### src/rtl/sc_fifo_ctrl_if.sv
// rtl/sc_fifo_ctrl_if.sv - request/strobe/status bundle between a FIFO user and sc_fifo_ctrl
interface sc_fifo_ctrl_if #(
  parameter int AWIDTH = 3
);
  logic              wr_req_i;
  logic              rd_req_i;
  logic              flush_i;
  logic              wr_en_o;
  logic              rd_en_o;
  logic [AWIDTH-1:0] wr_pntr_o;
  logic [AWIDTH-1:0] rd_pntr_o;
  logic              full_o;
  logic              empty_o;
  logic              almost_full_o;
  logic              almost_empty_o;
  logic [AWIDTH:0]   usedw_o;
  logic              ovf_o;
  logic              unf_o;

  modport master (
    output wr_req_i, rd_req_i, flush_i,
    input  wr_en_o, rd_en_o, wr_pntr_o, rd_pntr_o, full_o, empty_o,
    input  almost_full_o, almost_empty_o, usedw_o, ovf_o, unf_o
  );

  modport slave (
    input  wr_req_i, rd_req_i, flush_i,
    output wr_en_o, rd_en_o, wr_pntr_o, rd_pntr_o, full_o, empty_o,
    output almost_full_o, almost_empty_o, usedw_o, ovf_o, unf_o
  );
endinterface

### src/rtl/sc_fifo_ctrl.sv
// rtl/sc_fifo_ctrl.sv - single-clock FIFO pointer/count/flag controller for an external RAM
// Optional sticky overflow/underflow flags: define SC_FIFO_CTRL_ERR_FLAGS_EN.
module sc_fifo_ctrl #(
  parameter int AWIDTH       = 3,
  parameter int ALMOST_FULL  = 6,
  parameter int ALMOST_EMPTY = 2
) (
  input  logic            clk_i,
  input  logic            srst_i,
  sc_fifo_ctrl_if.slave   bus
);
  localparam logic [AWIDTH:0] DEPTH  = (AWIDTH+1)'(2**AWIDTH);
  localparam logic [AWIDTH:0] AF_LVL = (AWIDTH+1)'(ALMOST_FULL);
  localparam logic [AWIDTH:0] AE_LVL = (AWIDTH+1)'(ALMOST_EMPTY);

  logic [AWIDTH-1:0] r_wr_pntr;
  logic [AWIDTH-1:0] r_rd_pntr;
  logic [AWIDTH:0]   r_usedw;
  logic              r_full;
  logic              r_empty;
  logic              r_almost_full;
  logic              r_almost_empty;

  logic              w_wr_en;
  logic              w_rd_en;
  logic [AWIDTH:0]   w_usedw_nxt;

  // Reset also blocks the strobes so no RAM write lands while contents are discarded.
  assign w_wr_en = bus.wr_req_i && !r_full  && !bus.flush_i && !srst_i;
  assign w_rd_en = bus.rd_req_i && !r_empty && !bus.flush_i && !srst_i;

  always_comb begin
    w_usedw_nxt = r_usedw;
    if (bus.flush_i) begin
      w_usedw_nxt = '0;
    end else if (w_wr_en && !w_rd_en) begin
      w_usedw_nxt = r_usedw + 1'b1;
    end else if (w_rd_en && !w_wr_en) begin
      w_usedw_nxt = r_usedw - 1'b1;
    end
  end

  // Flags decode the next count so they change on the same edge as usedw.
  always_ff @(posedge clk_i) begin
    if (srst_i || bus.flush_i) begin
      r_wr_pntr      <= '0;
      r_rd_pntr      <= '0;
      r_usedw        <= '0;
      r_full         <= 1'b0;
      r_empty        <= 1'b1;
      r_almost_full  <= 1'b0;
      r_almost_empty <= 1'b1;
    end else begin
      if (w_wr_en) r_wr_pntr <= r_wr_pntr + 1'b1;
      if (w_rd_en) r_rd_pntr <= r_rd_pntr + 1'b1;
      r_usedw        <= w_usedw_nxt;
      r_full         <= (w_usedw_nxt == DEPTH);
      r_empty        <= (w_usedw_nxt == '0);
      r_almost_full  <= (w_usedw_nxt >= AF_LVL);
      r_almost_empty <= (w_usedw_nxt <  AE_LVL);
    end
  end

`ifdef SC_FIFO_CTRL_ERR_FLAGS_EN
  logic r_ovf;
  logic r_unf;

  always_ff @(posedge clk_i) begin
    if (srst_i) begin
      r_ovf <= 1'b0;
      r_unf <= 1'b0;
    end else begin
      if (bus.wr_req_i && r_full  && !bus.flush_i) r_ovf <= 1'b1;
      if (bus.rd_req_i && r_empty && !bus.flush_i) r_unf <= 1'b1;
    end
  end

  assign bus.ovf_o = r_ovf;
  assign bus.unf_o = r_unf;
`else
  assign bus.ovf_o = 1'b0;
  assign bus.unf_o = 1'b0;
`endif

  assign bus.wr_en_o        = w_wr_en;
  assign bus.rd_en_o        = w_rd_en;
  assign bus.wr_pntr_o      = r_wr_pntr;
  assign bus.rd_pntr_o      = r_rd_pntr;
  assign bus.usedw_o        = r_usedw;
  assign bus.full_o         = r_full;
  assign bus.empty_o        = r_empty;
  assign bus.almost_full_o  = r_almost_full;
  assign bus.almost_empty_o = r_almost_empty;
endmodule

### src/flat_wrapper.sv
// flat-port wrapper written by rule: the top's interface ports become plain ports
module sc_fifo_ctrl_flat 
#(
  parameter int AWIDTH       = 3,
  parameter int ALMOST_FULL  = 6,
  parameter int ALMOST_EMPTY = 2
)
  (clk_i, srst_i, bus_wr_req_i, bus_rd_req_i, bus_flush_i, bus_wr_en_o, bus_rd_en_o, bus_wr_pntr_o, bus_rd_pntr_o, bus_full_o, bus_empty_o, bus_almost_full_o, bus_almost_empty_o, bus_usedw_o, bus_ovf_o, bus_unf_o);
  sc_fifo_ctrl_if #(.AWIDTH(AWIDTH)) bus_i ();
  input  logic clk_i;
  input  logic srst_i;
  input wire logic [$bits(bus_i.wr_req_i)-1:0] bus_wr_req_i;
  input wire logic [$bits(bus_i.rd_req_i)-1:0] bus_rd_req_i;
  input wire logic [$bits(bus_i.flush_i)-1:0] bus_flush_i;
  output wire logic [$bits(bus_i.wr_en_o)-1:0] bus_wr_en_o;
  output wire logic [$bits(bus_i.rd_en_o)-1:0] bus_rd_en_o;
  output wire logic [$bits(bus_i.wr_pntr_o)-1:0] bus_wr_pntr_o;
  output wire logic [$bits(bus_i.rd_pntr_o)-1:0] bus_rd_pntr_o;
  output wire logic [$bits(bus_i.full_o)-1:0] bus_full_o;
  output wire logic [$bits(bus_i.empty_o)-1:0] bus_empty_o;
  output wire logic [$bits(bus_i.almost_full_o)-1:0] bus_almost_full_o;
  output wire logic [$bits(bus_i.almost_empty_o)-1:0] bus_almost_empty_o;
  output wire logic [$bits(bus_i.usedw_o)-1:0] bus_usedw_o;
  output wire logic [$bits(bus_i.ovf_o)-1:0] bus_ovf_o;
  output wire logic [$bits(bus_i.unf_o)-1:0] bus_unf_o;
  assign bus_i.wr_req_i = bus_wr_req_i;
  assign bus_i.rd_req_i = bus_rd_req_i;
  assign bus_i.flush_i = bus_flush_i;
  assign bus_wr_en_o = bus_i.wr_en_o;
  assign bus_rd_en_o = bus_i.rd_en_o;
  assign bus_wr_pntr_o = bus_i.wr_pntr_o;
  assign bus_rd_pntr_o = bus_i.rd_pntr_o;
  assign bus_full_o = bus_i.full_o;
  assign bus_empty_o = bus_i.empty_o;
  assign bus_almost_full_o = bus_i.almost_full_o;
  assign bus_almost_empty_o = bus_i.almost_empty_o;
  assign bus_usedw_o = bus_i.usedw_o;
  assign bus_ovf_o = bus_i.ovf_o;
  assign bus_unf_o = bus_i.unf_o;
  sc_fifo_ctrl #(.AWIDTH(AWIDTH), .ALMOST_FULL(ALMOST_FULL), .ALMOST_EMPTY(ALMOST_EMPTY)) u_core (.clk_i(clk_i), .srst_i(srst_i), .bus(bus_i));
endmodule
### config.mk
export PLATFORM = sky130hd
export DESIGN_NAME = sc_fifo_ctrl_flat
export DESIGN_NICKNAME = d
export VERILOG_FILES = /design/src/rtl/sc_fifo_ctrl_if.sv /design/src/rtl/sc_fifo_ctrl.sv /design/src/flat_wrapper.sv
export SDC_FILE = /design/constraint.sdc
export NUM_CORES = 1
export LEC_CHECK = 0
export ABC_AREA = 1
export CORE_ASPECT_RATIO = 1.2
export CORE_UTILIZATION = 49
export CTS_CLUSTER_SIZE = 10
export DETAILED_ROUTE_END_ITERATION = 8
export PLACE_DENSITY = 0.82
export SYNTH_ARGS = -nofsm -noshare
export SYNTH_HDL_FRONTEND = slang
export SYNTH_SLANG_ARGS = --single-unit
### constraint.sdc
create_clock -name clk_i -period 2.3 [get_ports clk_i]
set_input_delay 0.345 -clock clk_i [delete_from_list [all_inputs] [get_ports clk_i]]
set_output_delay 0.345 -clock clk_i [all_outputs]
set_load 0.05 [all_outputs]
Word level (Yosys, flattened, before mapping)
Cells that the tools add are included.

word-level totals
  register bits after elaboration = 14
  output and inout port bits = 18
  logic and storage cells = 33

cells by class
  $add $sub $neg = 4
  $lt $le $gt $ge = 2
  equality and inequality tests = 1
  multiplexer cells = 3
  reduce and logical (&&, ||, !) cells = 16

operator list
  cell                                                                    number
  4-bit 2-to-1 mux                                                        3
  1-bit logical AND                                                       8
  3-bit by 1-bit adder with 3-bit output (second input constant)          2
  1-bit zero test                                                         6
  4-bit by 1-bit adder with 4-bit output (second input constant)          1
  4-bit == test (second input constant)                                   1
  4-bit by 3-bit >= comparator with 1-bit output (second input constant)  1
  4-bit zero test                                                         1
  4-bit by 2-bit < comparator with 1-bit output (second input constant)   1
  4-bit by 1-bit subtractor with 4-bit output (second input constant)     1
  1-bit logical OR                                                        1

Logic depth before layout (Yosys ltp)
  depth in word-level cells = 10
  depth in mapped cells = 10
  gate-level depth less buffers = 10

Worst setup path after synthesis
Ideal clock, no wire load.

  path kind = reg-to-reg
  from = register u_core.r_full, in the netlist u_core.bus.full_o
  to = register u_core.r_empty, in the netlist u_core.bus.empty_o
  setup time = 0.119 ns
  arrival time = 1.768 ns
  data required time = 2.181 ns
  slack = 0.412 ns
  cell stages (with the launch flop) = 9
  path buffers = 0
  period minus slack after synthesis = 1.888 ns
  path through = dfxtp_1 -> inv_1 -> nand2_2 -> nor2_2 -> nand3_1 -> nand3_1 -> nand3_2 -> nand3_1 -> nand2_1

on the way
  word-level cells in the longest chain between the ends = 10
  elaborated cells between the ends (all ways) = 11
  classes of those cells = mux (3); reduce/logical (8)

ends and longest elaborated chain
  item                              RTL line            RTL
  start, declared                   sc_fifo_ctrl.sv:19  logic r_full;
  start signal, assigned            sc_fifo_ctrl.sv:57  r_full <= (w_usedw_nxt == DEPTH);
  1-bit zero test *                 sc_fifo_ctrl.sv:29  assign w_wr_en = bus.wr_req_i && !r_full && !bus.flush_i && !srst_i;
  1-bit logical AND * (3 in a row)  sc_fifo_ctrl.sv:29
  net bus_wr_en_o                   flat_wrapper.sv:15  output wire logic [$bits(bus_i.wr_en_o)-1:0] bus_wr_en_o;
  1-bit zero test                   sc_fifo_ctrl.sv:38  end else if (w_rd_en && !w_wr_en) begin
  1-bit logical AND                 sc_fifo_ctrl.sv:38
  4-bit 2-to-1 mux                  sc_fifo_ctrl.sv:38
  4-bit 2-to-1 mux *                sc_fifo_ctrl.sv:36  end else if (w_wr_en && !w_rd_en) begin
  4-bit 2-to-1 mux *                sc_fifo_ctrl.sv:34  if (bus.flush_i) begin
  4-bit zero test *                 sc_fifo_ctrl.sv:58  r_empty <= (w_usedw_nxt == '0);
  end signal, assigned              sc_fifo_ctrl.sv:58
  end, declared                     sc_fifo_ctrl.sv:20  logic r_empty;

Mark *: on every way through the listed nets, which the timed path passes. The rest lies on a longest branch.
A chain may end at the register's enable or synchronous reset.

Final worst setup path
  from = register u_core.r_usedw[1], in the netlist u_core.bus.usedw_o[1]
  to = output port bus_usedw_o[1]

RTL lines
  item                    RTL line            RTL
  start, declared         sc_fifo_ctrl.sv:18  logic [AWIDTH:0] r_usedw;
  start signal, assigned  sc_fifo_ctrl.sv:56  r_usedw <= w_usedw_nxt;
  end, declared           flat_wrapper.sv:23  output wire logic [$bits(bus_i.usedw_o)-1:0] bus_usedw_o;

No word-level cell between the ends.

==> key figures <==
Cells and area
  – Antenna cell count: 0
  – Layout cells sized above 1: 0.195
  – Fillers: 130
  – Area grow syn2layout: 33.6%
  – Register area: ~280 µm²
  – Finished layout cell area: 1060 µm²
  – Final #Nets: 143
  – Multi-input gate area: 433 µm²

Floorplan
  – Die width: 38.7 µm
  – Initial core utilization: 0.535
  – FP Rows: 15
  – # IOs: 23
  – Die ar.: 1780 µm²
  – Core ar.: 1480 µm²
  – Chip Height: about 46 µm

Setup path
  – Buffers plus inverters on the worst setup path: 1
  – Critical path's top delay family: buffers and inverters
  – CP endpoint kind: output port
  – Critical Path AT: 1530 ps
  – CP max stage delay: a little over 800 ps
  – CP max-delay cell: clkdlybuf4s50_1
  – Req. time, crit path: 1960 ps
  – Crit path cell chain: clkdlybuf4s50_1
  – CP Launch Type: flop
  – Crit-path max FO: 5
  – CP Class: reg2out

STA
  – Slew margin rel.: 0.664
  – Fin crit share: 0.814
  – Skew final: 3.41 ps
  – Final Hold Viols: 0
  – RSZ-0062 raised after global routing: no
  – Max-slew violations: 0
  – Fmax: 534 MHz
  – Least-Margin Pin Slew: 503 ps
  – Tmin final: 1870 ps
  – Final setup margin: 427 ps
  – Setup violations, final: 0
  – Setup TNS Final: 0 ps

Clock tree
  – CTS Buf Count: 3
  – CTS tree: done
  – Setup bufs post-CTS: 0
  – H-tree depth: 1
  – CTS Sinks: 14
  – Clk buf depth: 2
  – Post-CTS sizing: 0
  – Skew-Pair Late Insertion Delay: 280 ps
  – Clock slew at reported path FFs: 90 ps
  – Root buf cell: clkbuf_4
  – Cts hold-fix bufs: 0

Power and ir drop
  – Register share of total power: 0.479
  – Psw: 150 µW
  – Clock network power share: 0.349
  – Int Pwr: 372 µW
  – Leak Pwr: between 0.0005 and 0.0006 µW
  – Share of total power in combinational logic: 0.171
  – PwrDens: 493 nW/µm²
  – Switching Share: 0.287
  – VDD IR max: between 0.3 and 0.4 mV

Logic synthesis
  – Avg Cell Area, Syn: 7.21 µm²
  – Post-Syn Instances: 110
  – Seq/Total Area, Yosys: 0.353
  – Yosys reg bits: 14
  – Distinct cells, synth: 19
  – Synth warn: 0
  – Post-synthesis cell area: 793 µm²

Place
  – Dpl hpwl: 1.29 mm
  – Cell Area, Placed: 1020 µm²
  – PortBufs: 20
  – DP Worst Slack: 342 ps
  – Routability cong.: 0.842

Global route
  – Largest net degree at the start of global routing: 10
  – Initial antenna violation count: 0
  – Vias in the first global route: between 600 and 700
  – Grt ovf: 0
  – GRT Resource Usage Total: 0.226
  – First-pass GRT wire length: 2.80 mm

Drt
  – Final wirelength: 1.70 mm
  – DRC: 0
  – Via count: 761
  – Final ANT Viol Nets: 0
  – Wire length per cell: ~11 µm
  – Drt pass-1 iters: 4
  – Vias per inst: just over 5
  – Initial DRC Count: 25

Min path
  – Worst hold path class: reg2reg

Flow run
  – Max Cap Viol: 0

Status
  – Status: complete, no violations
[power groups by stage]
stage          logic, µW  clock network [µW]  registers [µW]
2_1_floorplan       47.6                   0             270
3_3_place_gp        86.9                   0             256
3_5_place_dp        88.8                   0             256
4_1_cts             89.2                 184             250
5_1_grt             96.3                 193             251
6_report            89.4                 182             250
[cell usage in the layout (no fill, tap or decap), drive strengths merged]
cell type	Yosys	routed
a21oi	2	2
nand3	20	20
clkdlybuf4s50	0	18
nor2	21	21
o21ai	3	3
clkinv	1	1
clkbuf	0	4
xor2	3	3
inv	17	17
conb	1	2
dfxtp	14	14
nand2	22	22
ha	4	4
buf	2	2
[cells in the mapped netlist (all sizes together)]
cell,count,area [µm²]
o21ai,3,15.0
dfxtp,14,280
xor2,3,26.3
nor2,21,106
nand3,20,115
buf,2,15.0
ha,4,50.1
conb,1,3.75
nand2,22,103
clkinv,1,5.00
a21oi,2,10.0
inv,17,63.8
[kinds of logic (layout without fill, tap and decap cells)]
logic type,after synthesis,in the layout,synth area share
compound gates,5,5,0.0315
other cells,1,2,0.00473
fa+ha+maj,4,4,0.0631
buf+inv,20,42,0.106
simple gates,63,63,0.409
flops,14,14,0.353
xor+xnor,3,3,0.0331
[through the flow]
step	hold WS, ps	util	power [µW]	instances
6_report	459	0.715	522	150
5_1_grt	488	0.715	541	150
4_1_cts	467	0.715	524	150
3_3_place_gp	445	0.690	343	146
2_1_floorplan	417	-	318	111
3_5_place_dp	453	0.690	345	146
[path summary, 6_finish.rpt]
kind / start / depth (start not counted) / slack, ps / end
setup / recovery: u_core.bus.usedw_o[1] / 1 / 430 / bus_usedw_o[1]
hold / removal: u_core.bus.wr_pntr_o[2] / 2 / 460 / u_core.bus.wr_pntr_o[2]
hold reg to reg: u_core.bus.wr_pntr_o[2] / 2 / 460 / u_core.bus.wr_pntr_o[2]
setup reg to reg: u_core.bus.usedw_o[0] / 10 / 730 / u_core.bus.empty_o
[cell type report]
cell class | instances | share of cell area
clock buffers | 4 | 0.0342
inverters | 18 | 0.0649
multi-input cells | 77 | 0.408
flip-flops and latches | 14 | 0.264
well taps | 17 | 0.0201
repair buffers | 20 | 0.208
[metal layers]
metal	vias up	global-route usage	wire length [µm]
met4	0	0.0828	22
met2	34	0.423	916
met5	-	0	0
li1	386	-	-
met1	337	0.239	665
met3	4	0.0483	91
[flip-flops by register name, summed over array words and instances, names as in the netlist]
| name | cells |
|---|---|
| u_core.bus.usedw_o | 4 |
| u_core.bus.wr_pntr_o | 3 |
| u_core.bus.almost_full_o | 1 |
| u_core.bus.empty_o | 1 |
| u_core.bus.almost_empty_o | 1 |
| u_core.bus.full_o | 1 |
| u_core.bus.rd_pntr_o | 3 |
Power figures use the tool's default switching activity.
